$ cat src/rtl/mii_rx_pkg.sv
// Shared definitions for the MII receive nibble reader.
// Holds the receive state encoding, FIFO entry field positions, preamble/SFD
// nibble values and the CRC-32 helpers used when MII_RX_CRC_CHECK_EN is defined.
package mii_rx_pkg;

  typedef enum logic [2:0] {
    IDLE,
    PRE,
    DLO,
    DHI,
    DROP
  } state_t;

  localparam int unsigned NIB_LSB = 0;
  localparam int unsigned DV_BIT  = 4;
  localparam int unsigned ER_BIT  = 5;

  localparam logic [3:0]  PREAMBLE_NIB = 4'h5;
  localparam logic [3:0]  SFD_NIB      = 4'hD;
  localparam logic [31:0] CRC_RESIDUE  = 32'hC704DD7B;

  // Reflected CRC-32 (poly 0x04C11DB7 -> 0xEDB88320), one byte, LSB first.
  function automatic logic [31:0] crc32_byte(input logic [31:0] crc,
                                             input logic [7:0]  data);
    logic [31:0] c;
    c = crc ^ {24'h0, data};
    for (int unsigned i = 0; i < 8; i++) begin
      c = c[0] ? ((c >> 1) ^ 32'hEDB88320) : (c >> 1);
    end
    return c;
  endfunction

  function automatic logic [31:0] bitrev32(input logic [31:0] v);
    logic [31:0] r;
    r = '0;
    for (int unsigned i = 0; i < 32; i++) begin
      r[i] = v[31-i];
    end
    return r;
  endfunction

endpackage

$ cat src/rtl/mii_rx_nibble_reader_out_queue.sv
// Two-entry {err, last, data} FIFO feeding the byte stream interface.
// Ports: clk/rst_n (async active-low), push + in_* write side,
// pop + out_* read side (head entry), count = occupancy (0..2).
// Simultaneous push and pop are both honoured; the reader never pushes when full.
module mii_rx_out_queue (
  input  logic       clk,
  input  logic       rst_n,
  input  logic       push,
  input  logic [7:0] in_data,
  input  logic       in_last,
  input  logic       in_err,
  input  logic       pop,
  output logic [7:0] out_data,
  output logic       out_last,
  output logic       out_err,
  output logic [1:0] count
);

  logic [9:0] mem_q [2];
  logic [9:0] mem_d [2];
  logic       wr_ptr_q, wr_ptr_d;
  logic       rd_ptr_q, rd_ptr_d;
  logic [1:0] cnt_q, cnt_d;

  always_comb begin
    mem_d    = mem_q;
    wr_ptr_d = wr_ptr_q;
    rd_ptr_d = rd_ptr_q;
    cnt_d    = cnt_q;
    if (push) begin
      mem_d[wr_ptr_q] = {in_err, in_last, in_data};
      wr_ptr_d        = ~wr_ptr_q;
    end
    if (pop) begin
      rd_ptr_d = ~rd_ptr_q;
    end
    if (push && !pop) begin
      cnt_d = cnt_q + 2'd1;
    end else if (!push && pop) begin
      cnt_d = cnt_q - 2'd1;
    end
  end

  always_ff @(posedge clk or negedge rst_n) begin
    if (!rst_n) begin
      mem_q    <= '{default: '0};
      wr_ptr_q <= 1'b0;
      rd_ptr_q <= 1'b0;
      cnt_q    <= '0;
    end else begin
      mem_q    <= mem_d;
      wr_ptr_q <= wr_ptr_d;
      rd_ptr_q <= rd_ptr_d;
      cnt_q    <= cnt_d;
    end
  end

  assign {out_err, out_last, out_data} = mem_q[rd_ptr_q];
  assign count = cnt_q;

endmodule

$ cat src/rtl/mii_rx_nibble_reader.sv
// MII receive nibble reader: pops {rx_er, rx_dv, nibble} entries from the
// receive async FIFO, strips preamble/SFD, assembles bytes LSB nibble first
// and streams them out with last/err markers over a valid/ready interface.
// Ports: Clk, Rst_n (async active-low); Fifo_rd_en/Fifo_dout/Fifo_rd_ack/
// Fifo_empty (FIFO read side); M_data/M_last/M_err/M_valid/M_ready (byte
// stream); Frame_len (latched byte count), Frame_done (last byte accepted).
// Optional: define MII_RX_CRC_CHECK_EN to add FCS residue checking to M_err.
module mii_rx_nibble_reader
  import mii_rx_pkg::*;
#(
  parameter int unsigned C_DATA_WIDTH      = 6,
  parameter int unsigned C_MAX_FRAME_BYTES = 1522,
  parameter int unsigned C_LEN_WIDTH       = 11
) (
  input  logic                    Clk,
  input  logic                    Rst_n,
  output logic                    Fifo_rd_en,
  input  logic [C_DATA_WIDTH-1:0] Fifo_dout,
  input  logic                    Fifo_rd_ack,
  input  logic                    Fifo_empty,
  output logic [7:0]              M_data,
  output logic                    M_last,
  output logic                    M_err,
  output logic                    M_valid,
  input  logic                    M_ready,
  output logic [C_LEN_WIDTH-1:0]  Frame_len,
  output logic                    Frame_done
);

  state_t                 state_q, state_d;
  logic [3:0]             low_q, low_d;
  logic [7:0]             hold_q, hold_d;
  logic                   hold_vld_q, hold_vld_d;
  logic                   sticky_q, sticky_d;
  logic [C_LEN_WIDTH-1:0] len_q, len_d;
  logic [C_LEN_WIDTH-1:0] frame_len_q, frame_len_d;
  logic                   rd_inflight_q;
`ifdef MII_RX_CRC_CHECK_EN
  logic [31:0]            crc_q, crc_d;
`endif

  logic                   dv, er;
  logic [3:0]             nib;
  state_t                 cur;
  logic [7:0]             byte_now;
  logic [C_LEN_WIDTH-1:0] len_inc;
  logic                   eof, eof_err;
  logic                   push, push_last, push_err;
  logic [7:0]             push_data;
  logic                   pop;
  logic [1:0]             out_cnt;

  assign dv  = Fifo_dout[DV_BIT];
  assign er  = Fifo_dout[ER_BIT];
  assign nib = Fifo_dout[NIB_LSB +: 4];

  // In-flight pop is counted against queue space: each entry yields at most one byte.
  assign Fifo_rd_en = !Fifo_empty && (({1'b0, out_cnt} + {2'b00, rd_inflight_q}) < 3'd2);

  always_comb begin
    state_d     = state_q;
    low_d       = low_q;
    hold_d      = hold_q;
    hold_vld_d  = hold_vld_q;
    sticky_d    = sticky_q;
    len_d       = len_q;
    frame_len_d = frame_len_q;
`ifdef MII_RX_CRC_CHECK_EN
    crc_d       = crc_q;
`endif
    push      = 1'b0;
    push_data = hold_q;
    push_last = 1'b0;
    push_err  = 1'b0;
    eof       = 1'b0;
    eof_err   = sticky_q;
    byte_now  = {nib, low_q};
    len_inc   = (len_q == '1) ? len_q : len_q + {{(C_LEN_WIDTH-1){1'b0}}, 1'b1};
    // IDLE hands a dv=1 entry straight to the preamble logic in the same cycle.
    cur       = (state_q == IDLE && dv) ? PRE : state_q;

    if (Fifo_rd_ack) begin
      case (cur)
        PRE: begin
          if (!dv)                       state_d = IDLE;
          else if (er)                   state_d = DROP;
          else if (nib == PREAMBLE_NIB)  state_d = PRE;
          else if (nib == SFD_NIB)       state_d = DLO;
          else                           state_d = DROP;
        end
        DLO: begin
          if (dv) begin
            low_d    = nib;
            sticky_d = sticky_q | er;
            state_d  = DHI;
          end else begin
            eof     = 1'b1;
            eof_err = sticky_q | er;
          end
        end
        DHI: begin
          if (dv) begin
            if (hold_vld_q) begin
              push = 1'b1;
            end
            hold_d     = byte_now;
            hold_vld_d = 1'b1;
            len_d      = len_inc;
            sticky_d   = sticky_q | er | (32'(len_inc) > C_MAX_FRAME_BYTES);
`ifdef MII_RX_CRC_CHECK_EN
            crc_d      = crc32_byte(crc_q, byte_now);
`endif
            state_d    = DLO;
          end else begin
            eof     = 1'b1;
            eof_err = 1'b1;
          end
        end
        DROP: begin
          if (!dv) state_d = IDLE;
        end
        default: ;
      endcase

      if (eof) begin
`ifdef MII_RX_CRC_CHECK_EN
        // Register is reflected; compare its bit-reversal against the residue.
        eof_err = eof_err | (bitrev32(crc_q) != CRC_RESIDUE);
        crc_d   = '1;
`endif
        push        = hold_vld_q;
        push_last   = 1'b1;
        push_err    = eof_err;
        hold_vld_d  = 1'b0;
        sticky_d    = 1'b0;
        len_d       = '0;
        frame_len_d = len_q;
        state_d     = IDLE;
      end
    end
  end

  always_ff @(posedge Clk or negedge Rst_n) begin
    if (!Rst_n) begin
      state_q       <= IDLE;
      low_q         <= '0;
      hold_q        <= '0;
      hold_vld_q    <= 1'b0;
      sticky_q      <= 1'b0;
      len_q         <= '0;
      frame_len_q   <= '0;
      rd_inflight_q <= 1'b0;
`ifdef MII_RX_CRC_CHECK_EN
      crc_q         <= '1;
`endif
    end else begin
      state_q       <= state_d;
      low_q         <= low_d;
      hold_q        <= hold_d;
      hold_vld_q    <= hold_vld_d;
      sticky_q      <= sticky_d;
      len_q         <= len_d;
      frame_len_q   <= frame_len_d;
      rd_inflight_q <= Fifo_rd_en;
`ifdef MII_RX_CRC_CHECK_EN
      crc_q         <= crc_d;
`endif
    end
  end

  assign M_valid = (out_cnt != 2'd0);
  assign pop     = M_valid && M_ready;

  mii_rx_out_queue u_out_queue (
    .clk      (Clk),
    .rst_n    (Rst_n),
    .push     (push),
    .in_data  (push_data),
    .in_last  (push_last),
    .in_err   (push_err),
    .pop      (pop),
    .out_data (M_data),
    .out_last (M_last),
    .out_err  (M_err),
    .count    (out_cnt)
  );

  assign Frame_len  = frame_len_q;
  assign Frame_done = pop && M_last;

endmodule

$ cat config.mk
export PLATFORM = sky130hd
export DESIGN_NAME = mii_rx_nibble_reader
export DESIGN_NICKNAME = d
export VERILOG_FILES = /design/src/rtl/mii_rx_pkg.sv /design/src/rtl/mii_rx_nibble_reader_out_queue.sv /design/src/rtl/mii_rx_nibble_reader.sv
export SDC_FILE = /design/constraint.sdc
export NUM_CORES = 1
export LEC_CHECK = 0
export CAP_MARGIN = 20
export CORE_MARGIN = 2
export CORE_UTILIZATION = 45
export CTS_BUF_LIST = sky130_fd_sc_hd__clkbuf_2 sky130_fd_sc_hd__clkbuf_4 sky130_fd_sc_hd__clkbuf_8
export DETAILED_ROUTE_END_ITERATION = 8
export GPL_ROUTABILITY_DRIVEN = 0
export PLACE_DENSITY = 0.71
export REMOVE_ABC_BUFFERS = 1
export SLEW_MARGIN = 0
export SYNTH_ARGS = -nofsm -noshare
export SYNTH_HDL_FRONTEND = slang
export SYNTH_HIERARCHICAL = 1
export SYNTH_SLANG_ARGS = --single-unit
$ cat constraint.sdc
create_clock -name Clk -period 2.5 [get_ports Clk]
set_clock_uncertainty 0.15 [all_clocks]
set_input_delay 0.375 -clock Clk [delete_from_list [all_inputs] [get_ports Clk]]
set_output_delay 0.375 -clock Clk [all_outputs]
set_load 0.005 [all_outputs]
# Word level (Yosys, flattened, before mapping)
# Cells that the tools add are included.
# word_totals
ff_bits,64
latchBits,0
mem_bits_rw,0
rom_bits,0
word_cells,106
n_memories,0
# classes
add_sub_neg,4
multipliers,0
n_div,0
magnitude_cmp,5
n_eq_ne,10
shifts,0
mux,44
n_bitwise,6
n_reduce_logical,24
# ops
op,n
$mux 11,4
$mux 10,4
$mux 3,9
$bwmux 20,1
$mux 1,20
$pmux 3 s4,1
$add 11x1->11 const B,1
$eq 11x11->1 const B,1
$gt 11x11->1 const B,1
$demux 10 s1,1
$ne 3x3->1 const B,3
$reduce_and 3->1,3
$reduce_bool 2->1,4
$logic_and 1x1->1,7
$eq 3x2->1 const B,2
$reduce_and 5->1,1
$reduce_bool 5->1,1
$eq 4x3->1 const B,1
$eq 4x4->1 const B,1
$ge 2x2->1 const B,2
$mux 2,2
$not 1->2,2
$pmux 1 s2,2
$reduce_and 4->1,1
14 further kinds,18

# Longest topological paths before layout
# Gate-level depths: netlist of run 1.
# logic_depth
ltp_word,13
depth_mapped,7
ltp_nobuf,7

# Hierarchy
# Netlist of run 1, hierarchy kept.
# by_module_without_submodules
mod,n_inst,cells_per_inst,area_per_inst_um2
mii_rx_nibble_reader,1,198,1949.4
mii_rx_out_queue,1,66,1071.0

# Worst setup path after synthesis of run 1
# OpenSTA, ideal clock, no wires.
# synth_timing
path_type,register to register
start,register state_q[2]
end,register u_out_queue/mem_q[10] (netlist name)
setup_ns,0.125
t_arrival_ns,1.734
required_time_ns,2.225
path_slack_ns,0.491
path_stages_with_launch,7
synth_period_minus_slack_ns,2.009
path_cell_list,dfrtp_1 -> nand3b_1 -> a21oi_1 -> and2_1 -> nor2b_2 -> buf_6 -> mux2_4
# synth_via
elab_chain_cells,9
word_cells_on_any_way,11
cone_classes,eq/ne: 2; mux: 6; reduce/logical: 3
# synth_rtl
element,line,rtl
"start, declared",mii_rx_nibble_reader.sv:30,"state_t state_q, state_d;"
"start signal, assigned",mii_rx_nibble_reader.sv:157,state_q <= state_d;
$logic_not 3->1,mii_rx_nibble_reader.sv:80,cur = (state_q == IDLE && dv) ? PRE : state_q;
$logic_and 1x1->1,mii_rx_nibble_reader.sv:80,
$mux 3 (*),mii_rx_nibble_reader.sv:80,
$eq 3x2->1,mii_rx_nibble_reader.sv:83,case (cur)
$reduce_or 2->1 (no line),--,
$mux 1,--,
$mux 1,mii_rx_nibble_reader.sv:82,if (Fifo_rd_ack) begin
$mux 1 (*),mii_rx_nibble_reader.sv:125,if (eof) begin
$mux 1 (*),mii_rx_nibble_reader.sv:82,
net push,mii_rx_nibble_reader.sv:48,"logic push, push_last, push_err;"
"end signal, assigned",mii_rx_nibble_reader_out_queue.sv:51,mem_q <= mem_d;
"end, declared",mii_rx_nibble_reader_out_queue.sv:19,logic [9:0] mem_q [2];
# The timed path passes the listed nets; every way through them passes the cells marked *. The select of a mux whose other input is x is not followed.
# A chain may end at the register's enable or synchronous reset.

# Final worst setup path of run 1
# layout_timing
start,register u_out_queue.rd_ptr_q
end,output port M_data[2]
# layout_via
elab_chain_cells,4
# layout_rtl
element,line,rtl
"start, declared",mii_rx_nibble_reader_out_queue.sv:22,"logic rd_ptr_q, rd_ptr_d;"
"start signal, assigned",mii_rx_nibble_reader_out_queue.sv:53,rd_ptr_q <= rd_ptr_d;
$not 1->2 (implied by the code),mii_rx_nibble_reader_out_queue.sv:58,"assign {out_err, out_last, out_data} = mem_q[rd_ptr_q];"
$mux 10 (implied by the code) (3 in a row),mii_rx_nibble_reader_out_queue.sv:58,
"end, declared",mii_rx_nibble_reader.sv:21,"output logic [7:0] M_data,"
# No other way between the ends. The select of a mux whose other input is x is not followed.

==> metrics.txt, run 1 <==
total wire length a little over 6 mm; sequential share of the synthesized area ~53%; setup total negative slack 0 ps; core region area around 6400 µm²; DRT antenna net count 0; Clock Pin Slew Worst Setup and Hold Paths ~70 ps; Post-DP Area around 3500 µm²; Synth area leaders dfrtp_1, mux2_2, mux2_4; clock latency on the worst-skew pair approximately 330 ps; ys async rst share 100%; min Tclk post-route 2230 ps; vias per inst roughly 5.7; Power Internal 1.81 mW; Root Driver clkbuf_8; nature of the critical path startpoint flip-flop; drt pass-1 iters 4; largest net degree at the start of global routing between 40 and 50; Inserted Diodes 0; Tightest Pin Transition around 460 ps; number of synthesized flops with an enable pin 0; Die ar. 7380 µm²; count of final setup violators 0; Hold Crit Class reg -> reg; die width approximately 86 µm; worst vdd ir about 0.45 mV; initial antenna violation count 0; Yosys top cell area share ~53%; maximum clock path buffer count 2; top cells by count, synth dfrtp_1, nand2_1, mux2_2; Max Slew Vio Count 0; top layer reached by signal wires met4; CP Buf/Inv Count 2; DR iter-0 viols approximately 110; PostCTS Resize Cnt 0; worst rel slew slack between 60% and 70%; first-pass GRT wire length between 10 and 15 mm; TritonCTS clock tree done; switching part of the total 23.7%; drt drc 0; dpl cells 376; Post-Synthesis Cell Area 3020 µm²; max-cap viol count 0; kind of critical path reg -> out; power share of the combinational group 12.1%; Post-CTS Setup Bufs 0; Synth Warn # 6; CTS HTree Levels 3; Critical Path AT 1710 ps; clock share of power between 30 and 40%; DR vias about 2,200; final hold vios 0; slowest cell delay on critical path ~450 ps; most frequent cell after synthesis dfrtp_1; Crit Path Max Fanout 10; Ports 35; hold_sp rd_inflight_q; crit path from u_out_queue/rd_ptr_q; Leak ~1.7 nW; syn_area_per_cell 11.4 µm²; FF+latch count, synth 64; HPWL after DPL ~4.2 mm; worst hold slack ~300 ps; total global routing overflow 0; RSZ-0062 raised after global routing false; register share of total power roughly half; WL met2 around 2.9 mm; power consumption 2.37 mW; Nets around 320; post-route cell area around 3700 µm²; WL met1 approximately 2.9 mm; Power Dens Cells between 600 and 700 nW/µm²; Clock Sinks 64; GRT Overall Usage 18.1%; switching power about 560 µW; Crit path max-delay family buffers and inverters; Post-CTS Hold Buffers 1; CTS Buf Count 9; Die H about 86 µm; initial core utilization around 47%; Slowest cell on crit path clkdlybuf4s50_1; vias in the first global route 2,206; Avg WL per Cell 15.5 µm; Netlist cell types 52; Row Count 29; port bufs 34; reg2reg start len_q[0]; final critical-path share of the clock period between 80% and 90%; ys flop type dfrtp_1; cell taking the most area after synthesis dfrtp_1; FMAX 448 MHz; status finished, final reports clean; CP cell instances buf_4 -> mux2_2 -> clkdlybuf4s50_1; CP Capture Type primary output; Final Non-Filler Cells around 390; share of layout cells above drive strength 1 a little over a quarter; WP data required between 1500 and 2000 ps; Cells after Synth ~260; Routed met3 length about 220 µm; P&R area growth vs syn 23.5%
-- cells in the final DEF, fill, tap and decap left out, types with 2 or more instances in the layout --
cell type	synthesis	routed
a21oi_1	9	9
a31oi_1	7	7
and2_1	3	3
and3_1	3	3
buf_12	0	2
buf_4	1	10
clkbuf_8	0	12
clkdlybuf4s50_1	0	33
dfrtp_1	64	64
ha_1	2	2
inv_1	6	6
mux2_2	36	36
mux2_4	10	10
nand2_1	40	40
nand3_1	6	6
nand4_1	4	4
nor2_1	11	11
nor2b_1	2	2
nor3_1	2	2
o21ai_0	13	13
xor2_1	4	4
-- registers in the layout, summed over array words and instances (netlist names) --
name / flops
u_out_queue/count: 2
hold_vld_q: 1
sticky_q: 1
u_out_queue/mem_q: 20
hold_q: 8
len_q: 11
rd_inflight_q: 1
state_q: 3
u_out_queue/rd_ptr_q: 1
low_q: 4
u_out_queue/wr_ptr_q: 1
Frame_len: 11
-- power groups by stage --
stage                     sequential [mW]  combinational, mW  clock (mW)
after floorplan                      1.19              0.136           0
after global placement               1.18              0.283           0
after detailed placement             1.18              0.291           0
after CTS                            1.16              0.294       0.939
after global routing                 1.17              0.319       0.989
final                                1.16              0.286       0.919
-- final timing paths --
path                       cells after the start  slack (ps)              endpoint
max reg2reg                                    5         440              len_q[0]
min in group asynchronous                      2         380  u_out_queue/mem_q[4]
min reg2reg                                    1         300         rd_inflight_q
max                                            3         270             M_data[2]
min                                            1         300         rd_inflight_q
max in group asynchronous                      3        1240          Frame_len[8]
-- layer usage --
metal	up-vias	global-route usage, %
met2	58	29.0
met3	10	3.18
met1	1105	24.1
met4	0	8.08
met5	-	0
li1	1048	-
-- cell families after synthesis --
logic type                 synth area share, %
DFF                                       53.0
adders and majority gates                0.828
xor gates and xnor gates                  1.45
and+or+nand+nor                           13.4
muxes                                     18.4
buffers and inverters                     2.61
AOI/OAI and AO/OA                         10.3
-- cell type report --
cell class                 count  area (µm²)
fill                         535        2690
multi-input combinational    183        1340
sequential                    64        1600
clock buffer                  13         173
tap                           77        96.3
inverter                       6        22.5
timing repair buffer          47         460
clock inverter                 2        37.5
-- per-stage QoR --
stage | setup WS, ps | util, %
floorplan | 251 | -
global placement | 196 | 54.7
detailed placement | 175 | 54.7
CTS | 244 | 58.1
global route | 204 | 58.1
finish | 269 | 58.1
(Power assumes the default switching activity.)
==> run 2, diff against run 1 <==
- MAX_ROUTING_LAYER: default -> met4
- SKIP_LAST_GASP: default -> 1
==> run 2 against run 1 <==
Net effect: via count shrank 0.23%; routed wire length is 0.36% higher; design area stayed put; critical endpoint unchanged; largest cell class unchanged.
==> metrics.txt, run 2 (synthesized netlist as in run 1, its figures left out) <==
setup total negative slack 0 ps; total global routing overflow 0; WP data required slightly below 2000 ps; Reg with most FFs u_out_queue/mem_q; total wire length 6.09 mm; core region area 6420 µm²; maximum clock path buffer count 2; PostCTS Resize Cnt 0; Hold Crit Class reg -> reg; Ports 35; DR iter-0 viols 110; Inserted Diodes 0; RSZ-0062 raised after global routing false; initial antenna violation count 0; Tightest Pin Transition 462 ps; count of final setup violators 0; dpl ws approximately 180 ps; Clock Pin Slew Worst Setup and Hold Paths around 70 ps; port bufs 34; FMAX between 400 and 500 MHz; Clock Sinks between 60 and 70; final hold vios 0; Avg WL per Cell 15.5 µm; post-route setup slack roughly 270 ps; CP Capture Type primary output; most common cell after layout, fill and taps aside dfrtp_1; DR vias between 2,000 and 2,500; P&R area growth vs syn 23.5%; worst rel slew slack ~70%; drt pass-1 iters 4; status finished, final reports clean; Root Driver clkbuf_8; GRT Overall Usage 18.7%; CP cell instances buf_4 -> mux2_2 -> clkdlybuf4s50_1; CTS HTree Levels 3; die width 85.9 µm; Slowest cell on crit path clkdlybuf4s50_1; Row Count 29; max-cap viol count 0; max reg flops 20; Die H approximately 86 µm; Post-CTS Setup Bufs 0; dpl cells 376; Max Slew Vio Count 0; HPWL after DPL roughly 4.2 mm; worst vdd ir roughly 0.44 mV; drt drc 0; Post-DP Area roughly 3500 µm²; most frequent cells in the layout dfrtp_1, nand2_1, mux2_2; CTS Buf Count 9; share of layout cells above drive strength 1 a little over a quarter; Crit path max-delay family buffers and inverters; first-pass GRT wire length between 10 and 15 mm; largest net degree at the start of global routing 46; Crit Path Max Fanout 10; post-route cell area 3730 µm²; initial core utilization between 40 and 50%; Critical Path AT approximately 1700 ps; vias per inst about 5.7; post-layout util between 50% and 60%; min Tclk post-route between 2000 and 2500 ps; worst hold slack between 200 and 300 ps; Final Non-Filler Cells about 400; TritonCTS clock tree done; final critical-path share of the clock period between 80% and 90%; Die ar. 7380 µm²; clock latency on the worst-skew pair about 340 ps; Leak 1.75 nW; slowest cell delay on critical path approximately 450 ps; DRT antenna net count 0; Power Dens Cells 635 nW/µm²; kind of critical path reg -> out; nature of the critical path startpoint flip-flop; power consumption 2.37 mW; vias in the first global route between 2,000 and 2,500; CP Buf/Inv Count 2; Nets between 300 and 400
==> run 2: cell counts in the layout (fill, tap and decap cells not counted) <==
Identical to the previous run, type by type.
==> run 2: layout make-up <==
cell class | count | area, µm²
Fill cell | 535 | 2690
Sequential cell | 64 | 1600
Multi-Input combinational cell | 183 | 1340
Timing Repair Buffer | 47 | 460
Clock buffer | 13 | 173
Tap cell | 77 | 96.3
Clock inverter | 2 | 37.5
Inverter | 6 | 22.5
==> run 2: worst paths after layout <==
kind / from / to / slack, ps / cells past startpoint
worst max-delay path: u_out_queue/rd_ptr_q / M_data[2] / 270 / 3
worst min register to register: rd_inflight_q / rd_inflight_q / 300 / 1
worst min-delay path: rd_inflight_q / rd_inflight_q / 300 / 1
max in group asynchronous: Rst_n / Frame_len[8] / 1230 / 3
min in group asynchronous: Rst_n / u_out_queue/mem_q[4] / 380 / 2
worst max register to register: len_q[0] / len_q[0] / 440 / 5
==> run 2: worst register-to-register path: stages (launching register included) <==
cell     delay (ps)
dfrtp_1         450
ha_1            300
nand4_1         210
nor3_2          420
nor2_1          140
mux2_2          290
==> run 2: metal layers <==
| metal | global-route usage, % | part of all wire [%] | vias up |
|---|---|---|---|
| met5 | - | 0 | - |
| met4 | 8.08 | 1.6 | 0 |
| met3 | 3.18 | 4.0 | 10 |
| met2 | 29.0 | 48 | 57 |
| met1 | 24.1 | 47 | 1101 |
| li1 | - | - | 1048 |
==> run 2: timing repair <==
item	CTS	global route
endpoints found under the setup margin	0	0
hold buffers	1	0
endpoints found under the hold margin	19	0
==> run 2: power breakdown <==
group	switching (mW)	internal (mW)	leakage, nW
Sequential	0.0580	1.10	0.877
Combinational	0.132	0.155	0.765
Clock	0.373	0.548	0.105
==> run 3, diff against run 2 <==
- MAX_ROUTING_LAYER: met4 -> default
==> results of run 3 <==
No change in the layout: final DEF, timing and power equal those of run 1.
